===== config.mk =====
export PLATFORM = sky130hd
export DESIGN_NAME = rom_dl_arbiter
export DESIGN_NICKNAME = d
export VERILOG_FILES = /design/src/rtl/rom_dl_arbiter.sv
export SDC_FILE = /design/constraint.sdc
export NUM_CORES = 1
export LEC_CHECK = 0
export ABC_AREA = 1
export BUFFER_PORTS_ARGS = -buffer_cell sky130_fd_sc_hd__buf_2
export CAP_MARGIN = 20
export CELL_PAD_IN_SITES_DETAIL_PLACEMENT = 0
export CELL_PAD_IN_SITES_GLOBAL_PLACEMENT = 1
export CORE_ASPECT_RATIO = 0.8
export CORE_MARGIN = 2
export CORE_UTILIZATION = 30
export CTS_CLUSTER_SIZE = 14
export DETAILED_ROUTE_END_ITERATION = 7
export HOLD_SLACK_MARGIN = 0.15
export PLACE_DENSITY_LB_ADDON = 0.1
export SLEW_MARGIN = 30
export SYNTH_ARGS = -nofsm -noshare
export SYNTH_HDL_FRONTEND = slang
export SYNTH_SLANG_ARGS = --single-unit

===== constraint.sdc =====
create_clock -name clk_sys -period 3 [get_ports clk_sys]
set_input_delay 0.15 -clock clk_sys [delete_from_list [all_inputs] [get_ports clk_sys]]
set_output_delay 0.15 -clock clk_sys [all_outputs]
set_load 0.02 [all_outputs]

===== src/rtl/rom_dl_arbiter.sv =====
// rom_dl_arbiter: shares one single-port ROM between the HPS download
// stream and the game read port, and gates game reset around downloads.
module rom_dl_arbiter #(
    parameter int ROM0_SIZE   = 'h2000,
    parameter int ROM1_SIZE   = 'h1000,
    parameter int MEM_AW      = 13,
    parameter int RELEASE_DLY = 16
) (
    input  logic              clk_sys,
    input  logic              reset_n,
    input  logic              ioctl_download,
    input  logic              ioctl_wr,
    input  logic [24:0]       ioctl_addr,
    input  logic [7:0]        ioctl_data,
    output logic              ioctl_wait,
    input  logic              rd_req,
    input  logic              rd_sel,
    input  logic [MEM_AW-1:0] rd_addr,
    output logic              rd_ack,
    output logic [7:0]        rd_data,
    output logic [MEM_AW-1:0] mem_addr,
    output logic              mem_sel,
    output logic              mem_we,
    output logic [7:0]        mem_din,
    input  logic [7:0]        mem_dout,
    output logic              game_reset,
    output logic [15:0]       dl_count,
    output logic [7:0]        dl_sum
);

    typedef enum logic [1:0] {S_IDLE, S_WR, S_RD1, S_RD2} state_t;

    localparam logic [24:0] R0_END   = 25'(ROM0_SIZE);
    localparam logic [24:0] R1_END   = 25'(ROM0_SIZE + ROM1_SIZE);
    localparam logic [7:0]  REL_INIT = 8'(RELEASE_DLY);

    state_t            state_q, state_d;
    logic              pending_q, pending_d;
    logic              hold_sel_q, hold_sel_d;
    logic [MEM_AW-1:0] hold_off_q, hold_off_d;
    logic [7:0]        hold_data_q, hold_data_d;
    logic              rd_ack_q, rd_ack_d;
    logic [7:0]        rd_data_q, rd_data_d;
    logic [MEM_AW-1:0] mem_addr_q, mem_addr_d;
    logic              mem_sel_q, mem_sel_d;
    logic              mem_we_q, mem_we_d;
    logic [7:0]        mem_din_q, mem_din_d;
    logic [15:0]       dl_count_q, dl_count_d;
    logic [7:0]        dl_sum_q, dl_sum_d;
    logic [7:0]        rel_cnt_q, rel_cnt_d;
    logic              dl_prev_q, dl_prev_d;

    logic              in_r0, in_r1, dec_sel, wr_acc, rd_go, dl_rise;
    logic [MEM_AW-1:0] dec_off;

    // A new byte may land while WR drains the previous one, since wait is low there.
    always_comb begin
        in_r0   = ioctl_addr < R0_END;
        in_r1   = !in_r0 && (ioctl_addr < R1_END);
        dec_sel = in_r1;
        dec_off = in_r1 ? MEM_AW'(ioctl_addr - R0_END) : MEM_AW'(ioctl_addr);
        wr_acc  = ioctl_download && ioctl_wr && (in_r0 || in_r1)
                  && (!pending_q || state_q == S_WR);
        rd_go   = rd_req && !rd_ack_q;
        dl_rise = ioctl_download && !dl_prev_q;
    end

    always_ff @(posedge clk_sys) begin
        if (!reset_n) state_q <= S_IDLE;
        else          state_q <= state_d;
    end

    always_comb begin
        state_d = state_q;
        unique case (state_q)
            S_IDLE: begin
                if (pending_q || wr_acc) state_d = S_WR;
                else if (rd_go)          state_d = S_RD1;
            end
            S_WR: begin
                if (!wr_acc && rd_go) state_d = S_RD1;
                else                  state_d = S_IDLE;
            end
            S_RD1:   state_d = S_RD2;
            S_RD2:   state_d = S_IDLE;
            default: state_d = S_IDLE;
        endcase
    end

    always_comb begin
        mem_we_d   = 1'b0;
        mem_addr_d = mem_addr_q;
        mem_sel_d  = mem_sel_q;
        mem_din_d  = mem_din_q;
        rd_ack_d   = (state_q == S_RD2);
        rd_data_d  = (state_q == S_RD2) ? mem_dout : rd_data_q;
        if (state_d == S_WR) begin
            mem_we_d   = 1'b1;
            mem_addr_d = pending_q ? hold_off_q  : dec_off;
            mem_sel_d  = pending_q ? hold_sel_q  : dec_sel;
            mem_din_d  = pending_q ? hold_data_q : ioctl_data;
        end else if (state_d == S_RD1) begin
            mem_addr_d = rd_addr;
            mem_sel_d  = rd_sel;
        end
    end

    always_comb begin
        pending_d   = pending_q;
        hold_sel_d  = hold_sel_q;
        hold_off_d  = hold_off_q;
        hold_data_d = hold_data_q;
        if (state_q == S_WR) pending_d = 1'b0;
        if (wr_acc) begin
            pending_d   = 1'b1;
            hold_sel_d  = dec_sel;
            hold_off_d  = dec_off;
            hold_data_d = ioctl_data;
        end
        dl_count_d = dl_rise ? 16'd0 : dl_count_q;
        dl_sum_d   = dl_rise ? 8'd0  : dl_sum_q;
        if (state_q == S_WR) begin
            dl_count_d = dl_count_d + 16'd1;
            dl_sum_d   = dl_sum_d + mem_din_q;
        end
        if (ioctl_download || pending_q) rel_cnt_d = REL_INIT;
        else if (rel_cnt_q != 8'd0)      rel_cnt_d = rel_cnt_q - 8'd1;
        else                             rel_cnt_d = rel_cnt_q;
        dl_prev_d = ioctl_download;
    end

    always_ff @(posedge clk_sys) begin
        if (!reset_n) begin
            pending_q   <= 1'b0;
            hold_sel_q  <= 1'b0;
            hold_off_q  <= '0;
            hold_data_q <= 8'd0;
            rd_ack_q    <= 1'b0;
            rd_data_q   <= 8'd0;
            mem_addr_q  <= '0;
            mem_sel_q   <= 1'b0;
            mem_we_q    <= 1'b0;
            mem_din_q   <= 8'd0;
            dl_count_q  <= 16'd0;
            dl_sum_q    <= 8'd0;
            rel_cnt_q   <= REL_INIT;
            dl_prev_q   <= 1'b0;
        end else begin
            pending_q   <= pending_d;
            hold_sel_q  <= hold_sel_d;
            hold_off_q  <= hold_off_d;
            hold_data_q <= hold_data_d;
            rd_ack_q    <= rd_ack_d;
            rd_data_q   <= rd_data_d;
            mem_addr_q  <= mem_addr_d;
            mem_sel_q   <= mem_sel_d;
            mem_we_q    <= mem_we_d;
            mem_din_q   <= mem_din_d;
            dl_count_q  <= dl_count_d;
            dl_sum_q    <= dl_sum_d;
            rel_cnt_q   <= rel_cnt_d;
            dl_prev_q   <= dl_prev_d;
        end
    end

    assign ioctl_wait = (pending_q && state_q != S_WR)
                        || state_q == S_RD1 || state_q == S_RD2;
    assign game_reset = ioctl_download || pending_q || (rel_cnt_q != 8'd0);
    assign rd_ack     = rd_ack_q;
    assign rd_data    = rd_data_q;
    assign mem_addr   = mem_addr_q;
    assign mem_sel    = mem_sel_q;
    assign mem_we     = mem_we_q;
    assign mem_din    = mem_din_q;
    assign dl_count   = dl_count_q;
    assign dl_sum     = dl_sum_q;

endmodule


---- Yosys cells after proc, flatten, opt, wreduce, memory -nomap -nowiden ----
Cells that the tools add are included.
operators by class
  $mul .................................... 0
  divide/modulo/power cells ............... 0
  add/sub/neg operators ................... 4
  reductions and logical operators ........ 25
  muxes and demuxes ....................... 19
  shift operators ......................... 0
  order comparisons ....................... 2
  eq/ne operators ......................... 6
  bitwise gates (word level) .............. 1
operators by type and width
  operator                                                      number
  two-way mux 13 bit                                            4
  less-than comparator 25 x 14 -> 1 bit, second input constant  2
  two-way mux 16 bit                                            2
  two-way mux 8 bit                                             3
  adder 16 x 1 -> 16 bit, second input constant                 1
  subtractor 13 x 1 -> 13 bit, second input constant            1
  adder 8 bit                                                   1
  logical AND 1 bit                                             8
  one-hot mux 2 bit (4 select lines)                            1
  nonzero test 8 bit                                            1
  subtractor 8 x 1 -> 8 bit, second input constant              1
  logical OR 1 bit                                              7
  == test 2 bit, second input constant                          3
  two-way mux 1 bit                                             6
  two-way mux 2 bit                                             3
  zero test 1 bit                                               5
  == test 2 x 1 -> 1 bit, second input constant                 2
  nonzero test 2 bit                                            2
  zero test 2 bit                                               1
  inequality test 2 x 1 -> 1 bit, second input constant         1
  OR reduction 2 bit                                            1
  NOT 1 bit                                                     1
word-level totals
  bits in latches ......................... 0
  bits in registers ....................... 90
  memories ................................ 0
  input bits .............................. 60
  logic and storage cells ................. 72
  RAM bits ................................ 0
  ROM bits ................................ 0
  output and inout bits ................... 58

---- Logic depth before layout (Yosys ltp) ----
Gate-level depths: netlist of run 1.
  depth after elaboration ................. 13
  mapped depth ............................ 17
  mapped depth without buffers ............ 14

---- Least setup slack after synthesis of run 1 ----
Ideal clock, no wire load.
  path kind ............................... register -> register
  start ................................... reg pending_q
  end ..................................... reg mem_addr_q[7], in the netlist mem_addr[7]
  data arrival time ....................... 2.181 ns
  data required time ...................... 2.930 ns
  path buffers ............................ 2
  stages on the path, launching flop included .. 12
  path slack .............................. 0.749 ns
  period minus slack after synthesis ...... 2.251 ns
  cell sequence ........................... dfxtp_1 inv_1 o21ai_0 nor3b_1 a22oi_1 ha_1 buf_2 inv_2 buf_1 a21oi_1 o21ai_0 a21oi_1
between the ends
  cells in the longest elaborated chain, start to end .. 9
  elaborated cells between the ends (all ways) .. 14
  those cells by class .................... eq/ne: 2; mux: 5; reduce/logical: 7
RTL lines
  element                                                          RTL line  source
  start, declared                                                  38        logic pending_q, pending_d;
  start signal, assigned                                           149       pending_q <= pending_d;
  zero test 1 bit                                                  63        && (!pending_q || state_q == S_WR);
  logical OR 1 bit                                                 63
  logical AND 1 bit                                                63
  zero test 1 bit                                                  81        if (!wr_acc && rd_go) state_d = S_RD1;
  logical AND 1 bit                                                81
  two-way mux 2 bit                                                81
  one-hot mux 2 bit (4 select lines)                               75        unique case (state_q)
  == test 2 x 1 -> 1 bit / == test 2 bit (equally long branches)   97, 102
  two-way mux 13 bit / nonzero test 2 bit (equally long branches)  --
  end signal, assigned                                             155       mem_addr_q <= mem_addr_d;
  end, declared                                                    44        logic [MEM_AW-1:0] mem_addr_q, mem_addr_d;
Several ways; a longest one is shown, not always the timed one.
A chain may end at the register's enable or synchronous reset.

---- Final worst setup path of run 1 ----
  start ................................... in ioctl_addr[13]
  end ..................................... reg mem_addr_q[3], in the netlist mem_addr[3]
between the ends
  cells in the longest elaborated chain, start to end .. 12
  elaborated cells between the ends (all ways) .. 19
  those cells by class .................... order compare: 2; eq/ne: 2; mux: 6; reduce/logical: 9
RTL lines
  element                                                          RTL line  source
  start, declared                                                  13        input logic [24:0] ioctl_addr,
  less-than comparator 25 x 14 -> 1 bit                            58        in_r0 = ioctl_addr < R0_END;
  zero test 1 bit                                                  59        in_r1 = !in_r0 && (ioctl_addr < R1_END);
  logical AND 1 bit                                                59
  logical OR 1 bit                                                 62        wr_acc = ioctl_download && ioctl_wr && (in_r0 || in_r1)
  logical AND 1 bit                                                62
  logical AND 1 bit                                                63
  zero test 1 bit                                                  81
  logical AND 1 bit                                                81
  two-way mux 2 bit                                                81
  one-hot mux 2 bit (4 select lines)                               75
  == test 2 x 1 -> 1 bit / == test 2 bit (equally long branches)   97, 102
  two-way mux 13 bit / nonzero test 2 bit (equally long branches)  --
Several ways; a longest one is shown, not always the timed one.

==> metrics.md, run 1 <==
| Metric | Value |
|---|---|
| CTS Buf Count | `9` |
| Slowest CP cell | `dlygate4sd3_1` |
| Worst path bufs/invs | `3` |
| Post-Syn Nets | `729` |
| Placed insts | `939` |
| CTS max path bufs | `2` |
| Initial Utilization | `30.6%` |
| Io pins | `118` |
| Delay-heaviest family, CP | `buffers and inverters` |
| Die area | `16200 µm²` |
| Worst setup path class | `input pin to flip-flop` |
| Critical Path Start | `ioctl_addr[13]` |
| Area of the multi-input gates | `2260 µm²` |
| Status | `completed` |
| Nets | `879` |
| Slew margin rel. | `56.4%` |
| HP Class | `input pin to flip-flop` |
| Via density | `4.56` |
| Ys Warns | `0` |
| Grt total ovfl | `0` |
| Layout cell share with drive strength beyond 1 | `20.8%` |
| Leak Pwr | `2.95 nW` |
| Row count | `40` |
| Reg2reg end | `mem_addr[3]$_SDFFE_PN0P_` |
| GP Congestion | `0.808` |
| Via count | `4573` |
| Levels on crit path | `9` |
| Gr usage total | `17.0%` |
| Fmax | `372 MHz` |
| Core area | `14900 µm²` |
| Fill cells | `1602` |
| DR iter-0 viols | `220` |
| Fin cells | `1002` |
| Synth unique cells | `37` |
| Pwr/cell area | `508 nW/µm²` |
| CTS tree | `yes` |
| First-pass GRT wire length | `21.7 mm` |
| Wire per inst | `13.2 µm` |
| 1st-pass router iterations | `4` |
| Initial antenna violation count | `0` |
| FF-to-FF Start | `pending_q$_SDFFE_PN0P_` |
| Period utilization | `89.6%` |
| CP Cell Sequence | `dlygate4sd3_1 -> buf_2 -> a21oi_2 -> nand3_1 -> a22oi_1 -> ha_1 -> inv_1 -> o21ai_0 -> a21oi_1` |
| Number of global-route vias before repair | `4390` |
| CTS clk-pin slew, worst paths | `0.06 ns` |
| Synth Register Bits | `90` |
| Worst-margin pin slew | `0.654 ns` |
| Clock Skew | `0.00675 ns` |
| Clock period minus final worst setup slack | `2.69 ns` |
| Setup TNS Final | `0 ns` |
| Flop2flop setup slack | `0.45 ns` |
| Avg Inst Size Synth | `6.94 µm²` |
| Worst-case reg-to-reg path depth | `8` |
| DRC | `0` |
| Fin Hold WS | `0.353 ns` |
| Seq/Total Area, Yosys | `39.5%` |
| Port Buf Inserts | `117` |
| Post-Syn Area | `4560 µm²` |
| Worst path max stage delay | `0.54 ns` |
| Die span in x | `142 µm` |
| CP Capture Type | `flip-flop` |
| RSZ-0062 raised after global routing | `no` |
| Setup Fix Bufs, Post-CTS | `0` |
| Core Util, Final | `40.7%` |
| Max-cap check violation count | `0` |
| CP Launch Type | `input pin` |
| Syn-to-layout area delta | `33.0%` |
| Root Driver | `clkbuf_16` |
| Hold path cells | `8` |
| Synthesized netlist cell count | `657` |
| H-tree depth | `3` |
| Worst-path maximum fanout | `15` |
| Clock Sinks | `90` |
| Largest net degree at the start of global routing | `63` |
| Final count of hold timing violations | `0` |
| WP data arrival | `2.92 ns` |
| Total Wirelength | `13.2 mm` |
| Clock Latency Late Sink | `0.35 ns` |
| Crit path to | `mem_addr[3]$_SDFFE_PN0P_` |
| CP required | `3.23 ns` |
| Chip height | `114 µm` |
| Count of pins over their slew limit | `0` |
| Peak VDD IR | `0.278 mV` |
| Register Area | `1800 µm²` |
| Final setup viols | `0` |
| Post-route ant nets | `0` |
| Hpwl dp | `9.22 mm` |
## repair_timing
action	4_1_cts	5_1_grt
hold buffers	46	0
resized for setup	0	0
hold endpoints to repair	47	0
setup endpoints to repair	0	0
## cell usage in the layout, fill, tap and decap left out, types with 4 or more instances in the layout
| master | synthesis | routed |
|---|---|---|
| nand4_1 | 6 | 6 |
| dfxtp_1 | 90 | 90 |
| o211ai_1 | 9 | 9 |
| nor2_1 | 85 | 85 |
| nand2_2 | 4 | 4 |
| inv_1 | 88 | 88 |
| buf_2 | 6 | 117 |
| a21oi_1 | 75 | 75 |
| inv_2 | 4 | 4 |
| dlygate4sd3_1 | 0 | 46 |
| o21ai_0 | 52 | 52 |
| buf_4 | 2 | 5 |
| nand3_1 | 35 | 35 |
| nor2_2 | 7 | 7 |
| clkbuf_16 | 0 | 9 |
| nand3b_1 | 8 | 8 |
| nand2_1 | 125 | 125 |
| ha_1 | 11 | 11 |
## logic make-up after synthesis
family                   count (synthesis)  share of synthesized area, %
adder cells (fa/ha/maj)                 12                          3.46
buffers and inverters                  121                          11.0
XOR/XNOR                                 3                         0.576
AND/OR/NAND/NOR                        288                          28.8
AO/OA/AOI/OAI                          143                          16.6
flip-flops                              90                          39.5
## final cells by class
class	instances	share of cell area [%]
Sequential cell	90	29.7
Clock inverter	4	1.20
Timing Repair Buffer	168	17.9
Antenna cell	1	0.0413
Tap cell	189	3.90
Clock buffer	12	4.39
Inverter	92	5.69
Multi-Input combinational cell	446	37.2
## Yosys cell counts (all sizes together)
cell    instances  share of area [%]
nor3b           1               0.16
a22oi           1               0.16
xor2            3               0.58
fa              1               0.44
nor2           94                8.5
dfxtp          90                 40
nor3            5               0.88
inv            92                7.6
ha             11                3.0
clkbuf         15                1.2
o21ai          52                5.7
a21oi          77                8.6
a211oi          1               0.16
buf            14                2.2
o21a            1               0.16
nand3          39                4.9
nand4           8                1.8
nand2         129                 11
and3            1               0.14
a21boi          1               0.16
or2             3               0.41
o211ai          9                1.5
o21bai          1               0.16
nand3b          8                1.3
## where the power goes
group / leakage, nW / total [mW] / switching, mW / internal (mW)
combinational: 2.06 / 0.499 / 0.305 / 0.194
clock: 0.165 / 1.28 / 0.487 / 0.797
sequential: 0.732 / 1.30 / 0.0407 / 1.26
total: 2.95 / 3.08 / 0.832 / 2.25
## worst min path at each step
stage	from	end	slack, ns
4_1_cts	ioctl_addr[23]	mem_sel$_SDFFE_PN0P_	0.36
3_5_place_dp	ioctl_addr[3]	hold_off_q[3]$_SDFFE_PN0P_	0.40
2_1_floorplan	ioctl_download	dl_prev_q$_SDFF_PN0_	0.24
3_3_place_gp	ioctl_addr[6]	hold_off_q[6]$_SDFFE_PN0P_	0.39
6_report	ioctl_addr[23]	mem_sel$_SDFFE_PN0P_	0.35
5_1_grt	ioctl_addr[18]	mem_sel$_SDFFE_PN0P_	0.40
## worst reg2reg max path, cell delays in order (launching register included)
cell	delay (ns)
dfxtp_1	0.31
inv_1	0.28
o21ai_0	0.16
nor3b_1	0.24
a22oi_1	0.15
ha_1	0.66
inv_1	0.33
o21ai_0	0.25
a21oi_1	0.05
## per-stage QoR
| stage | total power, mW | instance area [µm²] | setup WS [ns] |
|---|---|---|---|
| finish | 3.08 | 6070 | 0.311 |
| global route | 3.25 | 6060 | 0.0545 |
| CTS | 3.14 | 6060 | 0.367 |
| detailed placement | 1.78 | 5260 | 0.417 |
| global placement | 1.78 | 5260 | 0.478 |
| floorplan | 1.62 | 4560 | 0.749 |
## state kept, by name, summed over array words and instances, names as in the netlist
name and count:
hold_data_q 8, pending_q 1, hold_sel_q 1, mem_din 8, dl_sum 8, rd_ack 1
mem_we 1, rd_data 8, dl_prev_q 1, mem_addr 13, hold_off_q 13, dl_count 16
rel_cnt_q 8, state_q 2, mem_sel 1
## layer usage
metal	global-route usage, %	up-vias	part of all wire [%]
met5	0	-	0
met4	4.60	0	1.3
met3	4.22	13	4.5
met2	26.0	103	42
met1	24.0	2040	52
li1	-	2417	-
(Power assumes the default switching activity.)
==> inputs of run 2 (changes only) <==
--- a/config.mk
+++ b/config.mk
@@ -16,7 +16,7 @@
 export CTS_CLUSTER_SIZE = 14
 export DETAILED_ROUTE_END_ITERATION = 7
 export HOLD_SLACK_MARGIN = 0.15
-export PLACE_DENSITY_LB_ADDON = 0.1
+export PLACE_DENSITY = 0.68
 export SLEW_MARGIN = 30
 export SYNTH_ARGS = -nofsm -noshare
 export SYNTH_HDL_FRONTEND = slang
==> run 2 against run 1 <==
  * Sequential power about the same
  * Fmax grew 8.9%
  * Cell area is 0.66% lower
  * Final cell count stayed put
  * Largest cell class unchanged
==> metrics.md, run 2 (synthesis results as in run 1) <==
| Metric | Value |
|---|---|
| Wire per inst | `12.6 µm` |
| First-pass GRT wire length | `20.5 mm` |
| Pwr/cell area | `486 nW/µm²` |
| H-tree depth | `3` |
| Worst-path maximum fanout | `21` |
| Post-route ant nets | `0` |
| Io pins | `118` |
| Nets | `880` |
| Die area | `16200 µm²` |
| Port Buf Inserts | `117` |
| Gr usage total | `16.0%` |
| Worst setup path class | `input pin to flip-flop` |
| Clock Sinks | `90` |
| Clock Latency Late Sink | `0.35 ns` |
| Area of the multi-input gates | `2260 µm²` |
| Total Wirelength | `12.7 mm` |
| Final count of hold timing violations | `0` |
| Clock Skew | `0.00632 ns` |
| Commonest non-fill, non-tap cell in the layout | `nand2_1` |
| Final setup viols | `0` |
| Via count | `4608` |
| CTS Buf Count | `9` |
| Slew margin rel. | `57.9%` |
| Fmax | `405 MHz` |
| Setup Fix Bufs, Post-CTS | `0` |
| Core area | `14900 µm²` |
| Worst-margin pin slew | `0.631 ns` |
| Root Driver | `clkbuf_16` |
| Register Area | `1800 µm²` |
| Peak VDD IR | `0.237 mV` |
| CTS tree | `yes` |
| CTS clk-pin slew, worst paths | `0.07 ns` |
| Post_cts resized | `0` |
| CTS max path bufs | `2` |
| Initial Utilization | `30.6%` |
| Flop2flop setup slack | `0.72 ns` |
| Max-cap check violation count | `0` |
| Most frequent cells in the layout | `nand2_1 (125), buf_2 (117), dfxtp_1 (90), inv_1 (88), nor2_1 (85)` |
| Fill cells | `1573` |
| CP Launch Type | `input pin` |
| Antenna Diode Count | `0` |
| DR iter-0 viols | `241` |
| Grt total ovfl | `0` |
| Layout cell share with drive strength beyond 1 | `20.9%` |
| Via density | `4.60` |
| Max reg flops | `16` |
| Status | `completed` |
| Hpwl dp | `8.94 mm` |
| Count of pins over their slew limit | `0` |
| GP Congestion | `0.760` |
| Syn-to-layout area delta | `32.2%` |
| Leak Pwr | `2.92 nW` |
| DRC | `0` |
| CP Capture Type | `flip-flop` |
| 1st-pass router iterations | `4` |
| Period utilization | `82.3%` |
| Clock period minus final worst setup slack | `2.47 ns` |
| Post-cts hold buffer count | `45` |
| Final Total Pwr | `2.93 mW` |
| Largest net degree at the start of global routing | `63` |
| Setup TNS Final | `0 ns` |
| Row count | `40` |
| HP Class | `input pin to flip-flop` |
| Number of global-route vias before repair | `4343` |
| RSZ-0062 raised after global routing | `no` |
| Chip height | `114 µm` |
| Die span in x | `142 µm` |
| CP required | `3.25 ns` |
| Initial antenna violation count | `0` |
| WP data arrival | `2.72 ns` |
-- run 2: cell count changes in the layout (fill, tap and decap cells not counted) --
| cell | change |
|---|---|
| buf_4 | +2 |
| clkinvlp_4 | +4 |
| clkbuf_8 | -3 |
| clkinv_2 | -1 |
| dlygate4sd3_1 | -1 |
| diode_2 | -1 |
| bufinv_16 | -1 |
| clkbuf_1 | +1 |
-- run 2: layer usage --
| metal | wire length, µm | GRT usage [%] | vias up | share of wire, % |
|---|---|---|---|---|
| met3 | 568 | 4.31 | 20 | 4.5 |
| met5 | 0 | 0 | - | 0 |
| li1 | - | - | 2414 | - |
| met1 | 6180 | 20.5 | 2065 | 49 |
| met4 | 219 | 5.33 | 0 | 1.7 |
| met2 | 5690 | 26.1 | 109 | 45 |
-- run 2: path summary, 6_finish.rpt --
| check | startpoint | end | cells after the start |
|---|---|---|---|
| max | ioctl_download | dl_sum[5]$_SDFF_PN0_ | 15 |
| min | reset_n | rd_ack$_SDFF_PN0_ | 4 |
| max reg2reg | dl_prev_q$_SDFF_PN0_ | dl_sum[5]$_SDFF_PN0_ | 14 |
| min reg2reg | hold_data_q[6]$_SDFFE_PN0P_ | hold_data_q[6]$_SDFFE_PN0P_ | 2 |
-- run 2: critical path, cell delays in order --
cell           delay, ns
dlygate4sd3_1       0.53
buf_2               0.17
nand2_2             0.21
buf_4               0.33
inv_2               0.13
nor2_1              0.17
ha_1                0.30
a21oi_1             0.16
nand2_1             0.08
inv_1               0.09
nor2_1              0.06
o21ai_0             0.14
nand3_1             0.09
nand2_1             0.07
inv_1               0.03
-- run 2: power breakdown --
| group | internal [mW] | switching [mW] | leakage, nW |
|---|---|---|---|
| clock | 0.646 | 0.491 | 0.127 |
| sequential | 1.26 | 0.0434 | 0.732 |
| combinational | 0.193 | 0.297 | 2.06 |
| total | 2.10 | 0.831 | 2.92 |
-- run 2: area by class of cell --
| cell class | instances | area share (%) |
|---|---|---|
| clock inverter | 6 | 1.12 |
| sequential | 90 | 29.9 |
| tap | 189 | 3.92 |
| multi-input combinational | 446 | 37.5 |
| clock buffer | 10 | 3.80 |
| timing repair buffer | 169 | 18.1 |
| inverter | 92 | 5.73 |
-- run 2: stage by stage --
step           hold WS, ns  setup slack, ns  util [%]  cells  cell area (µm²)
3_3_place_gp         0.391            0.719      35.4    941             5280
4_1_cts              0.276            0.525      40.4   1002             6030
6_report             0.292            0.530      40.4   1002             6030
2_1_floorplan        0.243            0.749         -    657             4560
3_5_place_dp         0.397            0.658      35.4    941             5280
5_1_grt              0.311            0.257      40.4   1002             6030
